## src/rtl/pkt_serial_tx.sv

```systemverilog
// rtl/pkt_serial_tx.sv - FIFO-fed asynchronous serial frame transmitter (optional parity via PKT_SERIAL_TX_PARITY_EN)
module pkt_serial_tx #(
    parameter int CLKS_PER_BIT = 4
) (
    input  logic        clk,
    input  logic        rst,
    input  logic [9:0]  fifo_pkt,
    input  logic        fifo_empty,
    output logic        fifo_re,
    input  logic        hold,
    output logic        txd,
    output logic        busy,
    output logic [15:0] frame_cnt
);

    localparam logic [2:0] S_IDLE   = 3'd0;
    localparam logic [2:0] S_START  = 3'd1;
    localparam logic [2:0] S_DATA   = 3'd2;
`ifdef PKT_SERIAL_TX_PARITY_EN
    localparam logic [2:0] S_PARITY = 3'd3;
`endif
    localparam logic [2:0] S_STOP   = 3'd4;

    logic [2:0] state;
    logic [9:0] shift;
    logic [7:0] baud;
    logic [3:0] bit_cnt;
    logic       baud_last;
`ifdef PKT_SERIAL_TX_PARITY_EN
    logic       parity;
`endif

    assign baud_last = (baud == 8'(CLKS_PER_BIT - 1));
    assign fifo_re   = (state == S_IDLE) & ~fifo_empty & ~hold & ~rst;

    always_ff @(posedge clk or posedge rst) begin
        if (rst) begin
            state     <= S_IDLE;
            shift     <= '0;
            baud      <= '0;
            bit_cnt   <= '0;
            txd       <= 1'b1;
            busy      <= 1'b0;
            frame_cnt <= '0;
`ifdef PKT_SERIAL_TX_PARITY_EN
            parity    <= 1'b0;
`endif
        end else begin
            case (state)
                S_IDLE: begin
                    if (fifo_re) begin
                        shift   <= fifo_pkt;
                        baud    <= '0;
                        bit_cnt <= '0;
                        txd     <= 1'b0;
                        busy    <= 1'b1;
                        state   <= S_START;
`ifdef PKT_SERIAL_TX_PARITY_EN
                        parity  <= ^fifo_pkt;
`endif
                    end
                end
                S_START: begin
                    if (baud_last) begin
                        baud  <= '0;
                        txd   <= shift[0];
                        state <= S_DATA;
                    end else begin
                        baud <= baud + 8'd1;
                    end
                end
                S_DATA: begin
                    if (baud_last) begin
                        baud    <= '0;
                        shift   <= shift >> 1;
                        bit_cnt <= bit_cnt + 4'd1;
                        if (bit_cnt == 4'd9) begin
`ifdef PKT_SERIAL_TX_PARITY_EN
                            txd   <= parity;
                            state <= S_PARITY;
`else
                            txd   <= 1'b1;
                            state <= S_STOP;
`endif
                        end else begin
                            // txd takes the next bit now; shift catches up on this same edge
                            txd <= shift[1];
                        end
                    end else begin
                        baud <= baud + 8'd1;
                    end
                end
`ifdef PKT_SERIAL_TX_PARITY_EN
                S_PARITY: begin
                    if (baud_last) begin
                        baud  <= '0;
                        txd   <= 1'b1;
                        state <= S_STOP;
                    end else begin
                        baud <= baud + 8'd1;
                    end
                end
`endif
                S_STOP: begin
                    if (baud_last) begin
                        baud      <= '0;
                        busy      <= 1'b0;
                        frame_cnt <= frame_cnt + 16'd1;
                        state     <= S_IDLE;
                    end else begin
                        baud <= baud + 8'd1;
                    end
                end
                default: begin
                    state <= S_IDLE;
                    txd   <= 1'b1;
                    busy  <= 1'b0;
                    baud  <= '0;
                end
            endcase
        end
    end

endmodule

```

## config.mk

```make
export PLATFORM = sky130hd
export DESIGN_NAME = pkt_serial_tx
export DESIGN_NICKNAME = d
export VERILOG_FILES = /design/src/rtl/pkt_serial_tx.sv
export SDC_FILE = /design/constraint.sdc
export NUM_CORES = 1
export LEC_CHECK = 0
export ABC_AREA = 0
export CELL_PAD_IN_SITES_DETAIL_PLACEMENT = 1
export CELL_PAD_IN_SITES_GLOBAL_PLACEMENT = 2
export CORE_MARGIN = 1.5
export CORE_UTILIZATION = 38
export CTS_BUF_LIST = sky130_fd_sc_hd__clkbuf_4 sky130_fd_sc_hd__clkbuf_8 sky130_fd_sc_hd__clkbuf_16
export DETAILED_ROUTE_END_ITERATION = 12
export GPL_ROUTABILITY_DRIVEN = 0
export GPL_TIMING_DRIVEN = 0
export HOLD_SLACK_MARGIN = 0.05
export PLACE_DENSITY_LB_ADDON = 0.1
export SYNTH_ARGS = -nofsm -noshare
export SYNTH_HDL_FRONTEND = slang
export SYNTH_SLANG_ARGS = --single-unit
```

## constraint.sdc

```tcl
create_clock -name clk -period 3.8 [get_ports clk]
set_clock_uncertainty 0.05 [all_clocks]
set_input_delay 0.95 -clock clk [delete_from_list [all_inputs] [get_ports clk]]
set_output_delay 0.95 -clock clk [all_outputs]
set_load 0.005 [all_outputs]
```

==> metrics.txt <==
number of global-route vias before repair 1783; Switching Power 0.459 mW; Hold WC Path Type reg2reg; # fillers 676; num ports 33; first-pass GRT wire length 8510 um; ys flop type dfrtp_1; initial drt markers 24; crit end category output pin; max_cap viols 0; Req. time, crit path 2.80 ns; initial antenna violation count 0; TritonCTS clock tree built; Post-layout nets 273; HPWL after DPL 3670 um; routed length per instance 15.1 um; total grt overflow 0; RSZ-0062 raised after global routing false; count of final max-slew check failures 0; top cells by count, synth dfrtp_1, nor2_1, mux2_2, nand3_1; P_int 0.951 mW; DR pass1 iterations 4; DIE AREA 6590 um^2; combinational group share of total power 34.9%; # setup viols final 0; syn_nets 233; final antenna-violating net count 0; Reg power frac 43.9%; final clock period utilization by the worst path 96.7%; global-route track usage on met3 3.03%; cells after synthesis 215; H-tree lvl count 2; outcome finished, final reports clean; Crit Path Class in2out; initial core utilization 39.2%; Worst-Margin Slew 0.520 ns; largest net degree at the start of global routing 28; Vias/cell 5.32; Synth Warn # 0; final wirelength 4990 um; root buf cell clkbuf_8; setup TNS 0 ns; Static Leak 1.30 nW; antenna cell count 0; PwrDens 495 nW/um^2; Seq cells post-synth 43; Area Growth Syn to Fin 22.6%; cell with the most instances after synthesis dfrtp_1; setup bufs post-CTS 0; Avg Inst Size Synth 10.8 um^2; port bufs 32; GR Layer Usage met2 28.0%; total power 1.41 mW; CTS sink cnt 43; CP Max Fanout 6; post-synth top area cell dfrtp_1; Netlist cell types 44; Clock Power Share 21.2%; die height 81.2 um; gr usage total 16.8%; drt drc 0; via count 1761; post-synthesis sequential area ratio 46.4%; Most Crowded Layer GR met2; Tmin final 3.67 ns; FP Rows 28; hold_buf cts 0; Async S/R FF share, synth 100%; worst vdd ir 274 uV; post-CTS sizing 1; number of flops mapped to enable cells by yosys 0; Die Width 81.2 um; CP arrival 2.67 ns; clock-pin transition on the worst setup and hold timing paths 0.08 ns; Core ar. 5920 um^2; top-area cell type share of the netlist area 45.3%; Longest Clk Path Bufs 2; sw frac 32.5%; layout cells sized above 1 18.4%; clk_lat worst skew 0.29 ns; Rel. slew slack 65.1%; FMAX 0.272 GHz; critical path launch point type input port; post-synthesis instance area 2320 um^2; CTS Buf Count 5; grt met1 use 22.0%; Worst Hold Slack 0.442 ns; synth top area cells dfrtp_1, mux2_2, mux2_4; Final Hold Vio Count 0
[cells in the final DEF, fill, tap and decap left out, types with 5 or more instances in the layout]
cell type / n
xor2_1: 9
a22o_1: 5
clkdlybuf4s50_1: 32
and3_1: 5
clkbuf_8: 5
nor2_1: 17
nand2_1: 10
o21ai_0: 5
nand4_1: 8
xnor2_1: 10
inv_1: 7
mux2_4: 8
dfrtp_1: 42
mux2_2: 12
nand3_1: 12
[flip-flops by register name, summed over array words and instances (netlist names)]
name	flops
baud	8
shift	10
busy	1
frame_cnt	16
state	3
txd	1
bit_cnt	4
[metal layers]
layer	part of all wire (%)	vias up
met5	0	-
met4	1.1	0
met3	2.3	5
met2	49	23
met1	47	884
li1	-	849
[layout make-up]
type / instances / area (um^2) / area share [%]
repair buffers: 33 / 340 / 12.0
clock inverters: 1 / 5.00 / 0.176
clock buffers: 7 / 83.8 / 2.95
multi-input cells: 153 / 1150 / 40.4
well taps: 75 / 93.8 / 3.30
plain buffers: 11 / 65.1 / 2.29
inverters: 8 / 30.0 / 1.05
flip-flops and latches: 43 / 1080 / 37.8
[final timing paths]
| path | start | endpoint | slack [ns] | cells after the start |
|---|---|---|---|---|
| max | fifo_empty | fifo_re | 0.13 | 5 |
| min | frame_cnt[15] | frame_cnt[15] | 0.44 | 1 |
| max reg2reg | baud[0] | shift[5] | 1.82 | 6 |
| min reg2reg | frame_cnt[15] | frame_cnt[15] | 0.44 | 1 |
| max in group asynchronous | rst | txd | 2.23 | 3 |
| min in group asynchronous | rst | baud[0] | 0.92 | 2 |
[per-stage QoR]
step | instance area, um^2 | utilization [%] | cells | setup slack, ns
3_5_place_dp | 2760 | 46.5 | 323 | -0.0629
3_3_place_gp | 2740 | 46.2 | 322 | -0.0212
5_1_grt | 2850 | 48.1 | 331 | 0.0223
2_1_floorplan | 2320 | - | 215 | 1.11
4_1_cts | 2850 | 48.1 | 331 | 0.0866
6_report | 2850 | 48.1 | 331 | 0.126
[critical path, stage by stage]
cell and delay [ns]:
clkdlybuf4s50_1 0.40, or3_1 0.36, buf_2 0.16, nor2b_2 0.24
clkdlybuf4s50_1 0.55
[power groups by stage]
stage	sequential, mW	clock (mW)	combinational [mW]
finish	0.619	0.299	0.492
global route	0.632	0.333	0.546
CTS	0.619	0.313	0.499
detailed placement	0.626	0	0.494
global placement	0.624	0	0.488
floorplan	0.608	0	0.378
[logic make-up (layout without fill, tap and decap cells)]
logic type | Yosys count | in the layout | synth area share [%]
AO/OA/AOI/OAI | 27 | 27 | 8.30
XOR/XNOR | 19 | 19 | 7.17
adder cells (fa/ha/maj) | 4 | 4 | 2.16
buffers and inverters | 19 | 60 | 4.10
flip-flops | 43 | 43 | 46.4
multiplexers | 20 | 20 | 11.0
AND/OR/NAND/NOR | 83 | 83 | 20.9
No activity file was read; power rests on OpenSTA's default activity.
